File: config.mk
export PLATFORM = sky130hd
export DESIGN_NAME = restoration_sequencer
export DESIGN_NICKNAME = d
export VERILOG_FILES = /design/src/rtl/restoration_sequencer.sv
export SDC_FILE = /design/constraint.sdc
export NUM_CORES = 1
export LEC_CHECK = 0
export CAP_MARGIN = 25
export CORE_UTILIZATION = 45
export DETAILED_ROUTE_END_ITERATION = 10
export PLACE_DENSITY = 0.82
export REMOVE_ABC_BUFFERS = 1
export SLEW_MARGIN = 10
export SYNTH_ARGS = -nofsm -noshare
export SYNTH_HDL_FRONTEND = slang
export SYNTH_SLANG_ARGS = --single-unit
File: constraint.sdc
create_clock -name i_clk -period 3.2 [get_ports i_clk]
set_input_delay 0.64 -clock i_clk [delete_from_list [all_inputs] [get_ports i_clk]]
set_output_delay 0.64 -clock i_clk [all_outputs]
set_load 0.05 [all_outputs]
File: src/rtl/restoration_sequencer.sv
// Frame sequencer for the dehaze restoration datapath: issues pixel operands,
// tracks the one-stage datapath result and frames the output stream.
module restoration_sequencer #(
    parameter int NPIX_W = 20,
    parameter int T_W    = 11,
    parameter int T_MAX  = 255
) (
    input  logic              i_clk,
    input  logic              i_rst,
    input  logic              start,
    input  logic              abort,
    input  logic [NPIX_W-1:0] cfg_npix,
    input  logic [7:0]        cfg_ar,
    input  logic [7:0]        cfg_ag,
    input  logic [7:0]        cfg_ab,
    input  logic              s_valid,
    output logic              s_ready,
    input  logic [7:0]        s_r,
    input  logic [7:0]        s_g,
    input  logic [7:0]        s_b,
    input  logic [T_W-1:0]    s_t,
    output logic [7:0]        dp_er,
    output logic [7:0]        dp_eg,
    output logic [7:0]        dp_eb,
    output logic [T_W-1:0]    dp_t,
    output logic [7:0]        dp_ar,
    output logic [7:0]        dp_ag,
    output logic [7:0]        dp_ab,
    input  logic [8:0]        dp_r,
    input  logic [8:0]        dp_g,
    input  logic [8:0]        dp_b,
    output logic              m_valid,
    input  logic              m_ready,
    output logic [8:0]        m_r,
    output logic [8:0]        m_g,
    output logic [8:0]        m_b,
    output logic              m_last,
    output logic              busy,
    output logic              frame_done,
    output logic              start_err
);

    typedef enum logic [1:0] {IDLE, STREAM, DRAIN, DONE} state_t;

    state_t            state_q;
    logic [NPIX_W-1:0] npix_q, cnt_q;
    logic              vld_q, last_q, err_q;
    logic [7:0]        ar_q, ag_q, ab_q;
    logic [7:0]        er_q, eg_q, eb_q;
    logic [T_W-1:0]    t_q;

    logic              issue, accept, is_last;
    logic [T_W-1:0]    t_clamp_d;

    assign s_ready   = (state_q == STREAM) && (!vld_q || m_ready);
    assign issue     = s_valid && s_ready;
    assign accept    = vld_q && m_ready;
    assign is_last   = (cnt_q == npix_q - NPIX_W'(1));
    assign t_clamp_d = (s_t > T_W'(T_MAX)) ? T_W'(T_MAX) : s_t;

    always_ff @(posedge i_clk or negedge i_rst) begin
        if (!i_rst) begin
            state_q <= IDLE;
            npix_q  <= '0;
            cnt_q   <= '0;
            vld_q   <= 1'b0;
            last_q  <= 1'b0;
            err_q   <= 1'b0;
            ar_q    <= '0;
            ag_q    <= '0;
            ab_q    <= '0;
            er_q    <= '0;
            eg_q    <= '0;
            eb_q    <= '0;
            t_q     <= '0;
        end else begin
            err_q <= 1'b0;
            if (abort) begin
                state_q <= IDLE;
                vld_q   <= 1'b0;
                last_q  <= 1'b0;
                cnt_q   <= '0;
            end else begin
                case (state_q)
                    IDLE: if (start) begin
                        if (cfg_npix != '0) begin
                            npix_q  <= cfg_npix;
                            ar_q    <= cfg_ar;
                            ag_q    <= cfg_ag;
                            ab_q    <= cfg_ab;
                            cnt_q   <= '0;
                            last_q  <= 1'b0;
                            state_q <= STREAM;
                        end else begin
                            err_q <= 1'b1;
                        end
                    end
                    STREAM: begin
                        // Operands only move on issue so a stalled result is recomputed unchanged.
                        if (issue) begin
                            er_q   <= s_r;
                            eg_q   <= s_g;
                            eb_q   <= s_b;
                            t_q    <= t_clamp_d;
                            vld_q  <= 1'b1;
                            last_q <= is_last;
                            cnt_q  <= cnt_q + NPIX_W'(1);
                            if (is_last) state_q <= DRAIN;
                        end else if (accept) begin
                            vld_q <= 1'b0;
                        end
                    end
                    DRAIN: if (accept) begin
                        vld_q <= 1'b0;
                        if (last_q) state_q <= DONE;
                    end
                    DONE: state_q <= IDLE;
                    default: state_q <= IDLE;
                endcase
            end
        end
    end

    assign dp_er      = er_q;
    assign dp_eg      = eg_q;
    assign dp_eb      = eb_q;
    assign dp_t       = t_q;
    assign dp_ar      = ar_q;
    assign dp_ag      = ag_q;
    assign dp_ab      = ab_q;
    assign m_valid    = vld_q;
    assign m_last     = vld_q && last_q;
    assign m_r        = dp_r;
    assign m_g        = dp_g;
    assign m_b        = dp_b;
    assign busy       = (state_q != IDLE);
    assign frame_done = (state_q == DONE);
    assign start_err  = err_q;

endmodule

### Yosys cells after proc, flatten, opt, wreduce, memory -nomap -nowiden

Index checks and enable logic that the tools add are counted.

* register bits: 104
* bits of input ports: 112
* output and inout bits: 92
* logic and storage cells: 69

* $add $sub $neg: 2
* $lt $le $gt $ge: 1
* equal/unequal tests: 10
* multiplexer cells: 27
* bitwise logic cells: 1
* reduce and logical (&&, ||, !) cells: 15

Operator list (number)
* $mux 20: 4
* $pmux 20 s2: 1
* $add 20x1->20 const B: 1
* $eq 20x20->1: 1
* $reduce_bool 20->1: 1
* $sub 20x1->20 const B: 1
* $ne 3x3->1 const B: 6
* $mux 2: 7
* $gt 11x8->1 const B: 1
* $mux 1: 11
* $mux 11: 1
* $pmux 2 s4: 1
* $reduce_and 4->1: 2
* $reduce_and 6->1: 1
* $reduce_bool 3->1: 2
* $eq 2x2->1 const B: 2
* $logic_and 1x1->1: 4
* $pmux 1 s2: 2
* $reduce_and 3->1: 1
* $eq 2x1->1 const B: 1
* $logic_not 2->1: 1
* $reduce_bool 2->1: 1
* $logic_not 1->1: 1
* $logic_or 1x1->1: 1
* $not 1->1: 1

### Longest topological paths before layout

Gate-level depths: netlist of the first run.

* depth after elaboration: 7
* gate-level depth with buffers: 9
* gate-level depth less buffers: 9

### Worst setup path before layout of the first run

Ideal clock, no wire load.

* path type: reg-to-reg
* start point: register npix_q[5]
* end point: register state_q[0]
* setup time: 0.128 ns
* arrival time: 2.472 ns
* path slack: 0.600 ns
* stages on the path, launching flop included: 9
* clock period less this slack: 2.600 ns
* path through: dfrtp_1 -> buf_6 -> or4_4 -> or3_1 -> o31a_1 -> nor3_2 -> nand4_1 -> o21ai_2 -> mux2_1

* longest elaborated chain between the ends: 4

Ends and longest elaborated chain
* start, declared: line 46 `logic [NPIX_W-1:0] npix_q, cnt_q;`
* start signal, assigned: line 87 `npix_q <= cfg_npix;`
* $sub 20x1->20: line 58 `assign is_last = (cnt_q == npix_q - NPIX_W'(1));`
* $eq 20x20->1: line 58
* $ne 3x3->1 (no source line)
* $reduce_and 6->1 (no source line)
* end signal, assigned: line 63 `state_q <= IDLE;`
* end signal, assigned: line 79 `state_q <= IDLE;`
* end signal, assigned: line 93 `state_q <= STREAM;`
* end, declared: line 45 `state_t state_q;`

Every way passes these cells.
A chain may end at the register's enable or synchronous reset.

### Worst setup path after layout of the first run

* start point: register npix_q[13]
* end point: register state_q[0]

Same word-level chain as after synthesis.

==> metrics.cfg, run 1 <==
[synth]
netlist_instances=497
synthTopCellsByArea=dfrtp_1 (48%), mux2_2 (14%), buf_4 (3.8%)
synth-main-ff-cell=dfrtp_1
netlist.area_leader.share=0.483
synth_area_sq_um=5390
seq_area_frac_synth=0.483
ys_ff_latch=104
synth_edf_count=0
async_flop_share=1.00
avgSynthCellArea_sq_um=10.8
yosysTopAreaCell=dfrtp_1
yosys_warnings=0
synth_cell_types=54

[clock_tree]
ctsHtreeMaxLevel=3
postCtsSetupRepairBufs=0
clock_latency_ps=350
cts_tree=yes
postCtsHoldBufs=0
cts_inserted_buffers=9
ctsResizeCount=0
clk_pin_slew_ps=70
clockBufferDepth=2
root_buffer=clkbuf_16
clock-sinks=104

[finish]
regArea_sq_um=2600
multiInputGateArea_sq_um=2450
n_antenna_cell=0
nets=732
drive_gt1_frac=0.174
syn_to_final_growth_pct=32.6
fillers=905

[floorplan]
initial_core_util=0.468
core.rowCount=39
die_x_um=111
die_y_um=111
die_area_sq_um=12400
io-pin-count=204
fp.coreArea_sq_um=11500

[timing]
slew_viol_final=0
finalSetupTns_ps=0
setup_violations=0
slew_headroom=0.567
finalHoldViolCount=0
final.min_clock_period_ps=2870
tightest_slew_ps=640
fin_skew_ps=4.09
finalCritPeriodShare=0.896
rsz0062_at_grt=no
max_freq_ghz=0.349
layout_setup_ws_ps=332

[power_and_ir_drop]
total_power_w=0.00708
p_per_area_nw_per_um2=991
p_leak_nw=2.93
ir_worst_vdd_mv=0.781

[critical_path]
cp_max_fo=8
end_kind=flip-flop
path_buf_inv=0
cpMostUsedCell=nand4_1
worstPathCellList=nor4_2 > nor4b_1 > nand4_1 > a211oi_1 > nand4_1 > o21ai_2 > mux2_1
path_class=flip-flop to flip-flop
cp_slowest_cell=nor4b_1
critPathRequiredTime_ps=3430
arrival_ps=3090
startpoint_type=flip-flop
timing.critical_path.slowest_cell_delay_ps=590
cpLargestDelayFamily=simple AND/OR/NAND/NOR gates

[run]
drv_cap=0

[placed_design]
port_buffers=149
gp_congestion=0.943
dp_hpwl_mm=10.7
place_ws_ps=52.3

[global_routing]
grt_first_pass_wirelength_mm=23.0
grt_max_degree=69
grt_pass1_vias=4614
grt_usage=0.237
antenna_found_initial=0
grt_remaining_overflow=0

[detailed_routing]
vias=4293
wirelength_mm=14.3
drc=2
avgViaCountPerCell=5.63
ant_nets=0
wl_per_cell_um=18.7
firstDrtPassIters=7
drt-initial-drc-count=363

[outcome]
status=finished with violations
violations=design-rule violations

[hold_path]
hp-class=input pin to asynchronous set/reset pin

## Yosys cell counts, types with 2 or more instances
cell / instances
o41ai_1: 3
xnor2_1: 15
nand2b_1: 15
o21ai_0: 38
nand2_1: 22
nor4b_1: 2
inv_1: 6
o21a_1: 2
a31oi_1: 6
mux2_2: 69
nand3_1: 14
nand3b_1: 4
dfrtp_1: 104
or4_1: 3
xor2_1: 10
or2_2: 2
nor4_1: 10
buf_4: 27
clkbuf_1: 21
ha_1: 6
a21oi_1: 8
nand4_1: 8
and4_1: 2
or3_1: 4
o2111ai_1: 2
and2_1: 10
and3_1: 4
nor3_1: 3
nor2_1: 33
o31ai_1: 9
o311ai_0: 2
o211ai_1: 2
mux2i_1: 4
a211oi_1: 2
nor2b_1: 3
buf_1: 4
## power by group
part | total, W | switching, W | internal (W)
Clock | 0.00112 | 0.000501 | 0.000619
Combinational | 0.00371 | 0.00224 | 0.00146
Sequential | 0.00226 | 0.000434 | 0.00182
Total | 0.00708 | 0.00318 | 0.00391
## area by class of cell
cell class	count	area share
clock buffer	10	0.0321
multi-input combinational	333	0.343
timing repair buffer	160	0.221
inverter	6	0.00315
tap	143	0.0251
clock inverter	6	0.0105
sequential	104	0.364
## per-layer routing
metal | vias up | GRT usage | share of wire
li1 | 1985 | - | -
met1 | 2087 | 0.284 | 0.41
met2 | 194 | 0.376 | 0.46
met3 | 25 | 0.106 | 0.11
met4 | 2 | 0.0784 | 0.018
met5 | - | 0.0314 | 0.0032
## final timing paths
check	from	end	slack [ps]	cells past startpoint
worst max-delay path	npix_q[13]	state_q[0]	330	7
worst min-delay path	i_rst	cnt_q[2]	250	1
worst max register to register	npix_q[13]	state_q[0]	330	7
worst min register to register	dp_t[4]	dp_t[4]	490	2
max in group asynchronous	i_rst	npix_q[14]	2230	2
min in group i_clk	dp_t[4]	dp_t[4]	490	2
## cell usage in the layout, fill, tap and decap left out, drive strengths merged, types with 3 or more instances in the layout
cell,count
a21oi,8
a31oi,6
and2,10
and3,4
buf,13
clkbuf,10
clkdlybuf4s50,147
dfrtp,104
ha,6
inv,9
mux2,70
mux2i,4
nand2,22
nand2b,15
nand3,14
nand3b,4
nand4,8
nor2,33
nor2b,3
nor3,4
nor4,11
o21ai,39
o31ai,9
o41ai,4
or3,4
or4,4
xnor2,15
xor2,10
## cells by family after synthesis
kind of cell / Yosys count / synth area share
fa+ha+maj: 6 / 0.0139
flops: 104 / 0.483
compound gates: 82 / 0.0967
xor+xnor: 25 / 0.0407
mux: 74 / 0.154
buf+inv: 60 / 0.0623
simple gates: 146 / 0.149
## through the flow
stage	cells	hold slack, ps	utilization	area [sq um]
3_3_place_gp	746	464	0.594	6840
6_report	762	252	0.620	7140
2_1_floorplan	443	344	-	5070
3_5_place_dp	746	471	0.594	6840
4_1_cts	762	270	0.620	7140
5_1_grt	762	293	0.620	7140
## registers in the layout, summed over array words and instances (netlist names)
register / cells
dp_ar: 8
m_valid: 1
dp_eb: 8
last_q: 1
dp_er: 8
dp_t: 11
cnt_q: 20
npix_q: 20
dp_ag: 8
state_q: 2
start_err: 1
dp_ab: 8
dp_eg: 8
(Power assumes the default switching activity.)
==> run 2: changes to the inputs <==
- TNS_END_PERCENT: default -> 50
==> results of run 2 <==
No change in the layout: final DEF, timing and power equal those of run 1.
==> run 3: changes to the inputs <==
- CORE_ASPECT_RATIO: default -> 0.7
==> run 3 against run 2 <==
The flow now finishes without violations. Cell count rose by 2.4%. Total power barely moved. Routed wire length rose by 2.6%. First-iteration DRC count fell by 29%. Clock power fell by 4%. Non-clock buffer count rose by 4. Critical path depth rose by 2. Via count rose by 1.3%. Register-to-register slack improved by 90 ps. Fmax rose by 2.6%. Combinational power rose by 1%. Cell area rose by 0.37%. Largest power group unchanged.
==> metrics.cfg, run 3 (synthesis results as in run 1) <==
[finish]
mostFrequentLayoutCell=clkdlybuf4s50_1
syn_to_final_growth_pct=33.1
fin_cells=780  ; +2.4%
fillers=934  ; +3.2%
final_cell_mix=clkdlybuf4s50_1 (147), dfrtp_1 (104), mux2_2 (69), o21ai_0 (38), nor2_1 (33)
nets=736  ; +0.55%
n_antenna_cell=0  ; unchanged
drive_gt1_frac=0.180  ; +0.00530

[detailed_routing]
drt-initial-drc-count=259  ; -29%
avgViaCountPerCell=5.57  ; -1.1%
wl_per_cell_um=18.8  ; +0.22%
ant_nets=0  ; unchanged
drc=0  ; -2
firstDrtPassIters=5  ; -2
wirelength_mm=14.6  ; +2.6%
vias=4348  ; +1.3%

[timing]
finalHoldViolCount=0  ; unchanged
fin_skew_ps=5.70  ; +1.61 ps
final.min_clock_period_ps=2800  ; -71.9 ps
slew_viol_final=0  ; unchanged
rsz0062_at_grt=no
finalCritPeriodShare=0.874  ; -0.0225
finalSetupTns_ps=0  ; unchanged
tightest_slew_ps=679  ; +38.9 ps
max_freq_ghz=0.358  ; +2.6%
setup_violations=0  ; unchanged
slew_headroom=0.547  ; -0.0199
layout_setup_ws_ps=404  ; +71.9 ps

[floorplan]
die_area_sq_um=12400  ; about the same
core.rowCount=33  ; -15%
die_y_um=93.5  ; -16%
io-pin-count=204  ; unchanged
die_x_um=133  ; +19%
initial_core_util=0.461  ; -0.00676
fp.coreArea_sq_um=11700  ; +1.5%

[clock_tree]
clk_pin_slew_ps=70  ; about the same
ctsHtreeMaxLevel=3  ; unchanged
cts_inserted_buffers=9  ; unchanged
clock_latency_ps=350  ; about the same
clockBufferDepth=2  ; unchanged
clock-sinks=104  ; unchanged
cts_tree=yes
postCtsHoldBufs=0  ; unchanged
postCtsSetupRepairBufs=0  ; unchanged
root_buffer=clkbuf_16
ctsResizeCount=0  ; unchanged

[power_and_ir_drop]
p_per_area_nw_per_um2=989  ; -0.30%
total_power_w=0.00709  ; about the same
p_leak_nw=2.95  ; +0.63%
ir_worst_vdd_mv=0.704  ; -9.8%

[global_routing]
grt_first_pass_wirelength_mm=23.4  ; +1.7%
grt_pass1_vias=4481  ; -2.9%
grt_remaining_overflow=0  ; unchanged
grt_usage=0.244  ; +0.00717
antenna_found_initial=0  ; unchanged
grt_max_degree=46  ; -33%

[run]
drv_cap=0  ; unchanged

[critical_path]
regToRegSetupSlack_ps=420  ; +90 ps
end_kind=flip-flop
critPathRequiredTime_ps=3420  ; about the same
rr_startpoint=npix_q[5]
cp_max_fo=23  ; +15
path_class=input pin to flip-flop
startpoint_type=input pin
r2r_end=state_q[0]
endpoint=cnt_q[18]
arrival_ps=3020  ; -70 ps
crit_start=cfg_npix[14]
r2r.worst_path.cells=8  ; +1

[placed_design]
port_buffers=149  ; unchanged
place_ws_ps=184  ; +132 ps
dp_hpwl_mm=10.9  ; +1.7%
gp_congestion=0.937  ; -0.66%
dp_cells=764  ; +2.4%

[outcome]
status=complete, no violations

[hold_path]
hp-class=input pin to asynchronous set/reset pin

run 3: cell count changes in the layout (fill, tap and decap cells not counted):
cell / delta
buf_4: +4
bufinv_16: -1
clkbuf_1: -1
clkbuf_8: +1
clkinv_2: +1
clkinv_4: +1
clkinvlp_4: -1
inv_6: +1
inv_8: -1
nand3_1: +1
nand3_2: -1
run 3: cell type report:
cell class                      instances  area (sq um)  area share
Sequential cell                       104          2600       0.363
Multi-Input combinational cell        333          2450       0.341
Timing Repair Buffer                  164          1610       0.225
Clock buffer                           10           239      0.0333
Tap cell                              157           196      0.0274
Clock inverter                          6          48.8     0.00681
Inverter                                6          22.5     0.00314
run 3: worst max-delay path: stages:
cell and delay [ps]:
clkdlybuf4s50_1 440, nor4_1 480, nand3_1 200, o21ai_0 280, nand2_1 90, a21oi_1 280
buf_4 310, nand3b_1 190, o21ai_0 100
run 3: layer usage:
metal	track usage	vias up	routed length, um
li1	-	1989	-
met1	0.314	2152	6310
met2	0.376	193	6760
met3	0.100	14	1430
met4	0.0661	0	148
met5	0.0128	-	0
run 3: metrics by stage:
stage	instance area (sq um)	hold WS, ps	util
floorplan	5070	344	-
finish	7170	294	0.613
global placement	6880	464	0.589
global route	7170	341	0.613
detailed placement	6880	468	0.589
CTS	7170	311	0.613
run 3: worst min-delay path by stage:
stage / start / to / slack (ps) / cells after the start
2_1_floorplan: i_rst / cnt_q[0] / 340 / 0
3_3_place_gp: dp_t[7] / dp_t[7] / 460 / 2
3_5_place_dp: dp_t[6] / dp_t[6] / 470 / 2
4_1_cts: i_rst / dp_ar[3] / 310 / 1
5_1_grt: i_rst / dp_ag[7] / 340 / 1
6_report: i_rst / dp_ab[3] / 290 / 1
run 3: report_power, final:
group	internal, W	switching (W)
registers	0.00182	0.000450
clock network	0.000559	0.000508
logic	0.00148	0.00227
